File: src/rtl/id_ex_pipe_reg_pkg.sv
// ---------------------------------------------------------------------------
// id_ex_pipe_reg_pkg
//
// Shared definitions for the ID/EX pipeline register:
//   - bit positions of every field inside the 12-bit control word
//   - the control-word type (flat vector plus a packed field view)
//   - the all-zero NOP control constant used for bubbles and invalid slots
//   - the two-state bubble FSM encoding
//   - gateCtrl(): forces a control word to NOP when its slot is not valid
//
// Control word layout, MSB first:
//   {lui, RegDst, ALUSrc, MemtoReg, RegWrite, MemRead, MemWrite,
//    BranchNE, BranchEQ, ALUOp[2:0]}
// ---------------------------------------------------------------------------
package id_ex_pipe_reg_pkg;

    localparam int CTRL_W  = 12;
    localparam int ALUOP_W = 3;

    // Bit indices inside the control word
    localparam int CTRL_LUI       = 11;
    localparam int CTRL_REGDST    = 10;
    localparam int CTRL_ALUSRC    = 9;
    localparam int CTRL_MEMTOREG  = 8;
    localparam int CTRL_REGWRITE  = 7;
    localparam int CTRL_MEMREAD   = 6;
    localparam int CTRL_MEMWRITE  = 5;
    localparam int CTRL_BRANCHNE  = 4;
    localparam int CTRL_BRANCHEQ  = 3;
    localparam int CTRL_ALUOP_MSB = ALUOP_W - 1;
    localparam int CTRL_ALUOP_LSB = 0;

    typedef logic [CTRL_W-1:0] ctrl_word_t;

    // Field-by-field view of the same 12 bits, handy when decoding in EX
    typedef struct packed {
        logic               lui;
        logic               regDst;
        logic               aluSrc;
        logic               memToReg;
        logic               regWrite;
        logic               memRead;
        logic               memWrite;
        logic               branchNe;
        logic               branchEq;
        logic [ALUOP_W-1:0] aluOp;
    } ctrl_fields_t;

    // A NOP must have every side-effecting bit low, so all-zero is the NOP
    localparam ctrl_word_t CTRL_NOP = '0;

    typedef enum logic {
        ST_RUN    = 1'b0,
        ST_BUBBLE = 1'b1
    } pipe_state_e;

    // An invalid decode slot must never carry live control bits into EX
    function automatic ctrl_word_t gateCtrl(input logic valid, input ctrl_word_t ctrl);
        return valid ? ctrl : CTRL_NOP;
    endfunction

endpackage

File: src/rtl/id_ex_pipe_reg_field.sv
// ---------------------------------------------------------------------------
// pipe_field_reg
//
// Generic pipeline field register: a W-bit flop group with synchronous
// reset, synchronous clear and load enable.  Priority per edge is
// reset > clear > enable > hold.
//
// Ports:
//   clk    in   clock, rising edge
//   reset  in   synchronous active-high reset, clears the field
//   en_i   in   load d_i on this edge
//   clr_i  in   clear the field on this edge (beats en_i)
//   d_i    in   W-bit next value
//   q_o    out  W-bit registered value
// ---------------------------------------------------------------------------
module pipe_field_reg #(
    parameter int W = 1
) (
    input  logic         clk,
    input  logic         reset,
    input  logic         en_i,
    input  logic         clr_i,
    input  logic [W-1:0] d_i,
    output logic [W-1:0] q_o
);

    logic [W-1:0] field_q;
    logic [W-1:0] field_d;

    // Next value: clear wins over load, otherwise keep what we have
    always_comb begin
        field_d = field_q;
        if (clr_i) begin
            field_d = '0;
        end else if (en_i) begin
            field_d = d_i;
        end
    end

    // State register with synchronous reset
    always_ff @(posedge clk) begin
        if (reset) begin
            field_q <= '0;
        end else begin
            field_q <= field_d;
        end
    end

    assign q_o = field_q;

endmodule

File: src/rtl/id_ex_pipe_reg.sv
// ---------------------------------------------------------------------------
// id_ex_pipe_reg
//
// ID/EX pipeline register with load-use hazard detection, bubble insertion,
// downstream stall and branch flush handling.
//
// Optional feature macro: ID_EX_BUBBLE_CNT_EN
//   defined   -> 16-bit wrapping counter of inserted bubbles on bubble_cnt
//   undefined -> no counter flops, bubble_cnt is constant zero
//
// Ports:
//   clk, reset                      clock, synchronous active-high reset
//   id_valid, id_ctrl               decode slot valid flag and control word
//   id_rd1, id_rd2, id_imm, id_pc4  DATA_W-bit operands, immediate, PC+4
//   id_rs, id_rt, id_rd             REG_AW-bit register numbers
//   stall_i                         downstream stall, freeze EX contents
//   flush_i                         branch-taken flush, kill entering insn
//   ex_*                            registered EX-stage copies of id_*
//   stall_o                         combinational freeze for PC and IF/ID
//   bubble_cnt                      number of bubbles inserted (optional)
//
// Per-edge priority: reset > stall_i (hold) > flush_i (bubble)
//                    > load-use hazard (bubble) > load.
// A bubble clears only valid and control; data and register-number fields
// keep their previous contents since nothing downstream looks at them.
// ---------------------------------------------------------------------------
module id_ex_pipe_reg
    import id_ex_pipe_reg_pkg::*;
#(
    parameter int DATA_W = 32,
    parameter int REG_AW = 5
) (
    input  logic              clk,
    input  logic              reset,
    input  logic              id_valid,
    input  logic [CTRL_W-1:0] id_ctrl,
    input  logic [DATA_W-1:0] id_rd1,
    input  logic [DATA_W-1:0] id_rd2,
    input  logic [DATA_W-1:0] id_imm,
    input  logic [DATA_W-1:0] id_pc4,
    input  logic [REG_AW-1:0] id_rs,
    input  logic [REG_AW-1:0] id_rt,
    input  logic [REG_AW-1:0] id_rd,
    input  logic              stall_i,
    input  logic              flush_i,
    output logic              ex_valid,
    output logic [CTRL_W-1:0] ex_ctrl,
    output logic [DATA_W-1:0] ex_rd1,
    output logic [DATA_W-1:0] ex_rd2,
    output logic [DATA_W-1:0] ex_imm,
    output logic [DATA_W-1:0] ex_pc4,
    output logic [REG_AW-1:0] ex_rs,
    output logic [REG_AW-1:0] ex_rt,
    output logic [REG_AW-1:0] ex_rd,
    output logic              stall_o,
    output logic [15:0]       bubble_cnt
);

    pipe_state_e state_q;

    logic hazardRaw;
    logic hazard;
    logic bubbleEdge;
    logic loadEdge;
    logic ctrlEn;

    ctrl_word_t idCtrlGated;

    // Load-use hazard: a load in EX whose destination feeds the instruction
    // in decode.  rt is only a true source when ALUSrc is low; register 0 is
    // hard-wired so it can never create a dependency.
    assign hazardRaw = ex_valid
                     & ex_ctrl[CTRL_MEMREAD]
                     & id_valid
                     & (ex_rt != '0)
                     & ((ex_rt == id_rs) | ((ex_rt == id_rt) & ~id_ctrl[CTRL_ALUSRC]));

    // In BUBBLE the EX slot is already empty, so the qualifier is redundant
    // in normal flow; it guarantees one bubble per stalled instruction even
    // if the slot contents ever looked live again.
    assign hazard = hazardRaw & (state_q == ST_RUN);

    // IF/ID must freeze whenever EX is held or a bubble is being injected
    // underneath the dependent instruction.
    assign stall_o = stall_i | hazard;

    // Edge classification; stall_i overrides everything except reset
    assign bubbleEdge = ~stall_i & (flush_i | hazard);
    assign loadEdge   = ~stall_i & ~flush_i & ~hazard;
    assign ctrlEn     = ~stall_i;

    assign idCtrlGated = gateCtrl(id_valid, id_ctrl);

    // Valid flag and control word travel together so a bubble or an invalid
    // slot can never leave a stray RegWrite/MemWrite behind.
    pipe_field_reg #(
        .W (1 + CTRL_W)
    ) uCtrlGroup (
        .clk   (clk),
        .reset (reset),
        .en_i  (ctrlEn),
        .clr_i (bubbleEdge),
        .d_i   ({id_valid, idCtrlGated}),
        .q_o   ({ex_valid, ex_ctrl})
    );

    // Operand, immediate and PC+4 fields only move on a real load
    pipe_field_reg #(
        .W (4 * DATA_W)
    ) uDataGroup (
        .clk   (clk),
        .reset (reset),
        .en_i  (loadEdge),
        .clr_i (1'b0),
        .d_i   ({id_rd1, id_rd2, id_imm, id_pc4}),
        .q_o   ({ex_rd1, ex_rd2, ex_imm, ex_pc4})
    );

    // Register-number fields follow the same load-only rule
    pipe_field_reg #(
        .W (3 * REG_AW)
    ) uRegGroup (
        .clk   (clk),
        .reset (reset),
        .en_i  (loadEdge),
        .clr_i (1'b0),
        .d_i   ({id_rs, id_rt, id_rd}),
        .q_o   ({ex_rs, ex_rt, ex_rd})
    );

    // Bubble FSM: enter BUBBLE when a hazard bubble is taken, leave on the
    // next edge that is not stalled.  Stalls freeze the state.
    always_ff @(posedge clk) begin
        if (reset) begin
            state_q <= ST_RUN;
        end else if (!stall_i) begin
            case (state_q)
                ST_RUN: begin
                    if (hazard) begin
                        state_q <= ST_BUBBLE;
                    end
                end
                ST_BUBBLE: begin
                    state_q <= ST_RUN;
                end
                default: begin
                    state_q <= ST_RUN;
                end
            endcase
        end
    end

`ifdef ID_EX_BUBBLE_CNT_EN
    logic [15:0] bubbleCnt_q;
    logic [15:0] bubbleCnt_d;

    // Count every bubble edge, flush or hazard; natural 16-bit wrap
    always_comb begin
        bubbleCnt_d = bubbleCnt_q;
        if (bubbleEdge) begin
            bubbleCnt_d = bubbleCnt_q + 16'd1;
        end
    end

    // Counter register with synchronous reset
    always_ff @(posedge clk) begin
        if (reset) begin
            bubbleCnt_q <= '0;
        end else begin
            bubbleCnt_q <= bubbleCnt_d;
        end
    end

    assign bubble_cnt = bubbleCnt_q;
`else
    assign bubble_cnt = '0;
`endif

endmodule

File: config.mk
export PLATFORM = sky130hd
export DESIGN_NAME = id_ex_pipe_reg
export DESIGN_NICKNAME = d
export VERILOG_FILES = /design/src/rtl/id_ex_pipe_reg_pkg.sv /design/src/rtl/id_ex_pipe_reg_field.sv /design/src/rtl/id_ex_pipe_reg.sv
export SDC_FILE = /design/constraint.sdc
export NUM_CORES = 1
export LEC_CHECK = 0
export ABC_AREA = 0
export CAP_MARGIN = 25
export CORE_ASPECT_RATIO = 0.6
export CORE_MARGIN = 3
export CORE_UTILIZATION = 30
export DETAILED_ROUTE_END_ITERATION = 16
export SYNTH_ARGS = -nofsm -noshare
export SYNTH_HDL_FRONTEND = slang
export SYNTH_HIERARCHICAL = 1
export SYNTH_SLANG_ARGS = --single-unit
export TNS_END_PERCENT = 30
File: constraint.sdc
create_clock -name clk -period 5.8 [get_ports clk]
set_clock_uncertainty 0.15 [all_clocks]
set_input_delay 1.16 -clock clk [delete_from_list [all_inputs] [get_ports clk]]
set_output_delay 1.16 -clock clk [all_outputs]
set_load 0.02 [all_outputs]
== Word level (Yosys, flattened, before mapping) ==
Cells that the tools add are included.
Word-level totals
  register bits after elaboration: 157
  bits in latches: 0
  memory bits (writable): 0
  bits in read-only memories: 0
  bits of input ports: 160
  word-level logic and storage cells: 28
  memories kept: 0
Operators by class
  add/subtract/negate cells: 0
  $mul: 0
  div/mod/pow operators: 0
  $lt $le $gt $ge: 0
  eq/ne operators: 2
  shifts and indexed selects: 0
  multiplexer cells: 3
  bitwise operators: 17
  reduce and logical (&&, ||, !) cells: 2
Operator list (number)
  $mux 12: 1
  $eq 5x5->1: 2
  $and 1x1->1: 9
  $not 1->1: 5
  $reduce_bool 5->1: 1
  $or 1x1->1: 3
  $pmux 1 s2: 1
  $reduce_or 2->1: 1
  $mux 1: 1

== Depth between registers and ports, before layout ==
  depth after elaboration: 8
  depth in mapped cells: 8
  mapped depth without buffers: 6

== Hierarchy ==
The synthesis kept the hierarchy.
By module, submodules not included
  pipe_field_reg (uDataGroup): instances 1, cells an instance 413, area each 4687.0 um^2
  pipe_field_reg (uRegGroup): instances 1, cells an instance 50, area each 558.0 um^2
  pipe_field_reg (uCtrlGroup): instances 1, cells an instance 43, area each 490.5 um^2
  id_ex_pipe_reg: instances 1, cells an instance 57, area each 417.9 um^2

== Least setup slack after synthesis ==
No wires, ideal clock.
  path kind: input -> output
  start: in id_rt[1]
  end: out stall_o
  arrival time: 2260 ps
  setup slack: 2230 ps
  stages on the path: 4
  path buffers: 0
  cells stage by stage: xnor2_1 nand4_1 o32a_1 o21ai_0
Between the ends
  longest elaborated chain between the ends: 6
RTL lines
  from (decl): RTL line id_ex_pipe_reg.sv:42  | input logic [REG_AW-1:0] id_rt,
  $eq 5x5->1: RTL line id_ex_pipe_reg.sv:76  | & ((ex_rt == id_rs) | ((ex_rt == id_rt) & ~id_ctrl[CTRL_ALUSRC]));
  $and 1x1->1: RTL line id_ex_pipe_reg.sv:76
  $or 1x1->1: RTL line id_ex_pipe_reg.sv:76
  $and 1x1->1: RTL line id_ex_pipe_reg.sv:76
  $and 1x1->1: RTL line id_ex_pipe_reg.sv:81  | assign hazard = hazardRaw & (state_q == ST_RUN);
  $or 1x1->1: RTL line id_ex_pipe_reg.sv:85  | assign stall_o = stall_i | hazard;
  to (decl): RTL line id_ex_pipe_reg.sv:55  | output logic stall_o,
Every way passes these cells.

== Worst setup path after layout ==
  start: in id_rt[4]
  end: out stall_o
The elaborated chain is that of the path after synthesis.

==> run summary <==
The portion of the clock cycle consumed by the worst path in the final layout came out at 77.63%. The flop and latch count out of synthesis is 157. In this run, CTS created clock tree buffers numbering 17. The critical path launch point is id_rt[4]. The H-tree depth is 4. Summing the areas of all fa, ha and maj instances in the mapped netlist gives 0% of the synthesized area. The largest driver fanout on the critical path is 4. The global-route wire length before repair came out at between 20 and 30 mm. The post-synthesis to final-layout area growth is 59.70%. The kind of path behind the tightest hold check is reg -> reg. The number of max-cap violations is 0. Prior to clock tree synthesis, the placed netlist has a worst setup slack of 1282 ps. The total DRC errors in the routed layout came out at 0.

For met1 alone, demand over resource in global routing was 19.18%. The critical path data required time is 4490 ps. The count of warnings emitted by yosys is 6. The end of the worst register-to-register path is uDataGroup/q_o[70].

The clock net in this run drives a total of about 160 sinks. The max-slew violation count came out at 0. The area enclosed by the die boundary came out at 0.02232 mm^2.

After synthesis, the largest family of logic cells by area is multiplexers. TritonCTS built the clock tree. The number of antenna violations at the first check in global routing came to 0.

The detailed-routing iteration count for the pre-antenna-repair pass came out at 5. The setup slack of the most critical reg-to-reg path came out at about 3000 ps. The worst setup slack after layout is about 1300 ps.

The total of hold buffers inserted after clock tree synthesis is 0. The maximum root-to-sink buffer count came out at 2. The core region is 0.01957 mm^2. The critical path in this run is classified as in -> out.

The power density over the cells came out at 267.3 mW/mm^2. Setup violations remaining at the end of the flow were counted as 0. Entering global routing, the biggest net connects 72 pins. The combined global-route utilization of all metal layers is 15.32%. The final HPWL from detailed placement came out at 13.11 mm.

For this block, the initial DRC count from the detailed router was 171. Buffers placed on the I/O ports in this run total 316. Of the total synthesized cell area, the portion taken by XOR and XNOR cells is between 1 and 1.5%.

The minimum period implied by the final worst setup slack came out at 4502 ps. The routing usage on met2 came out at 23.01%. The instance count of the mapped netlist is 563. The peak supply drop is 0.1844 mV. Summing the areas of all compound-gate instances in the mapped netlist gives 0.8133% of the synthesized area.

The kind of capture point of the worst setup path is an output pin. The CTS clock-pin slew for the worst setup and hold paths came out at roughly 60 ps. The cell count of the worst hold path is 2. The commonest non-fill, non-tap cell in the layout is sky130_fd_sc_hd__clkdlybuf4s50_1. In the layout the commonest cells are sky130_fd_sc_hd__clkdlybuf4s50_1 (316), sky130_fd_sc_hd__nor2_1 (157), sky130_fd_sc_hd__dfxtp_1 (157), sky130_fd_sc_hd__mux2i_1 (156), sky130_fd_sc_hd__conb_1 (18).

The run finished with clean final reports. The leakage power total is roughly 0.0037 uW. The total length of routed wires came out at 17.87 mm.

The normalized max-slew margin came out at 44.62%. Clock tree synthesis selected as its root buffer the cell sky130_fd_sc_hd__clkbuf_16. The final total negative setup slack came out at 0 ps.

The remaining antenna violation count is 0. The effective utilization at floorplan is 31.45%. The routing usage on met3 is 7.857%. The clock network latency to the later pin of the worst-skew pair is roughly 420 ps. The cell area that synthesis handed to floorplanning was 0.006153 mm^2. The switching share of power is 22.33%. Summing the areas of all and, or, nand and nor instances in the mapped netlist gives 12.00% of the synthesized area.

The unique cell type count in the Yosys netlist is 28. In this run the horizontal extent of the chip is roughly 190 um. The transition time of the tightest slew-check pin is 830.7 ps. The wire length per cell came out at 15.60 um. The most critical setup path has its endpoint at stall_o. The repair_antennas step left the layout with diodes totalling 0. The portion of synthesized area spent on multiplexers is 25.38%. The floorplan has 39 rows.

In this run, the clock network consumes 44.7% of the power. The ratio of cells with drive above 1 in the final layout is 4.432%. The arrival time of data at the critical path endpoint came out at 3190 ps. The fill cell instance count of the final layout came out at 1808. The number of setup buffers added after CTS is 0.

The reg-to-reg critical path startpoint is uRegGroup/q_o[6]. The layer flagged by global routing as most heavily used is met2. The I/O pin count is ~330.

The sequential fraction of design power is 42.5%. Internal power comes to roughly 2000 uW. The via-per-instance ratio is approximately 4.2.

The share of total power in combinational logic is 12.8%. Summed over all nets, the switching power comes to ~600 uW. The count of final hold-check violations came out at 0. The number of global-route vias before repair is 4690. The final layout net count is between 1000 and 1500. The upper clock frequency limit is 222.1 MHz.

Measured along the y axis, the die boundary spans approximately 120 um. Sequential cells were found to cover between 50% and 60% of the synthesized design area. The placer congestion estimate is 0.7597.

After global routing the overflow that remains totals 0. The cell depth of the worst flop-to-flop path came out at 6. After clock tree synthesis, the repair step resized 0 gates. Setup repair after global routing left no endpoint under its margin. After synthesis, the mean cell area works out to 10.93 um^2.

The overall via count from detail_route is 4803. The critical path launch point type is an input pin.
==> power by group through the flow <==
stage                     combinational, uW  sequential [uW]  clock (uW)
after global placement                  338             1140           0
after detailed placement                338             1140           0
after global routing                    360             1120        1250
after CTS                               340             1120        1210
after floorplan                         157             1170           0
final                                   336             1120        1170
==> registers in the layout, summed over array words and instances, names as in the netlist <==
name	flops
uDataGroup/q_o	128
uCtrlGroup/q_o	13
state_q	1
uRegGroup/q_o	15
==> per-stage QoR <==
| stage | hold WS (ps) | cells | utilization, % | cell area [um^2] | total power [uW] |
|---|---|---|---|---|---|
| 2_1_floorplan | 292.1 | 580 | - | 6217 | 1328 |
| 3_3_place_gp | 322.2 | 1115 | 47.04 | 9205 | 1479 |
| 3_5_place_dp | 312.3 | 1115 | 47.04 | 9205 | 1479 |
| 4_1_cts | 325.3 | 1146 | 50.22 | 9827 | 2670 |
| 5_1_grt | 353.1 | 1146 | 50.22 | 9827 | 2735 |
| 6_report | 321.2 | 1146 | 50.22 | 9827 | 2627 |
==> how the worst min path moves through the flow <==
| stage | slack, ps | to | start |
|---|---|---|---|
| global route | 350 | state_q | state_q |
| floorplan | 290 | state_q | state_q |
| global placement | 320 | uDataGroup/q_o[116] | uDataGroup/q_o[116] |
| CTS | 330 | state_q | state_q |
| finish | 320 | state_q | state_q |
| detailed placement | 310 | state_q | state_q |
==> critical path: stages <==
cell                              delay (ps)
sky130_fd_sc_hd__clkdlybuf4s50_1         490
sky130_fd_sc_hd__xnor2_1                 140
sky130_fd_sc_hd__nand4_1                 120
sky130_fd_sc_hd__o32a_1                  420
sky130_fd_sc_hd__o21ai_0                 220
sky130_fd_sc_hd__clkdlybuf4s50_1         640
==> area by class of cell <==
cell class | count | area (um^2) | area share [%]
clock inverters | 5 | 102.6 | 1.044
well taps | 266 | 332.8 | 3.387
multi-input cells | 370 | 2512 | 25.57
flip-flops and latches | 157 | 3143 | 31.98
repair buffers | 321 | 3213 | 32.70
inverters | 1 | 3.754 | 0.03820
clock buffers | 26 | 519.2 | 5.284
==> cell families (layout without fill, tap and decap cells) <==
group,count (synthesis),after routing
muxes,156,156
DFF,157,157
AOI/OAI and AO/OA,6,6
buffers and inverters,53,353
other,1,18
xor gates and xnor gates,10,10
and+or+nand+nor,180,180
==> synthesized netlist by cell type <==
library cell,n,share of area [%]
sky130_fd_sc_hd__and2_1,12,1.2
sky130_fd_sc_hd__and4b_1,1,0.16
sky130_fd_sc_hd__buf_12,14,4.6
sky130_fd_sc_hd__buf_2,12,0.98
sky130_fd_sc_hd__buf_4,17,2.1
sky130_fd_sc_hd__buf_6,7,1.3
sky130_fd_sc_hd__buf_8,1,0.24
sky130_fd_sc_hd__clkbuf_1,1,0.061
sky130_fd_sc_hd__conb_1,1,0.061
sky130_fd_sc_hd__dfxtp_1,157,51
sky130_fd_sc_hd__inv_1,1,0.061
sky130_fd_sc_hd__mux2i_1,156,25
sky130_fd_sc_hd__nand2_1,3,0.18
sky130_fd_sc_hd__nand3_1,1,0.081
sky130_fd_sc_hd__nand4_1,1,0.10
sky130_fd_sc_hd__nor2_1,157,9.6
sky130_fd_sc_hd__o21a_1,1,0.12
sky130_fd_sc_hd__o21ai_0,1,0.081
sky130_fd_sc_hd__o21ai_2,1,0.14
sky130_fd_sc_hd__o22ai_1,1,0.10
sky130_fd_sc_hd__o31ai_2,1,0.20
sky130_fd_sc_hd__o32a_1,1,0.16
sky130_fd_sc_hd__or2_0,1,0.10
sky130_fd_sc_hd__or2_4,2,0.28
sky130_fd_sc_hd__or3_1,1,0.10
sky130_fd_sc_hd__or4_4,1,0.18
sky130_fd_sc_hd__xnor2_1,9,1.3
sky130_fd_sc_hd__xor2_1,1,0.14
==> per-layer routing <==
| metal | share of wire [%] | up-vias |
|---|---|---|
| met2 | 43 | 192 |
| li1 | - | 2425 |
| met5 | 0 | - |
| met3 | 12 | 15 |
| met4 | 1.3 | 0 |
| met1 | 44 | 2171 |
No activity file was read; power rests on OpenSTA's default activity.
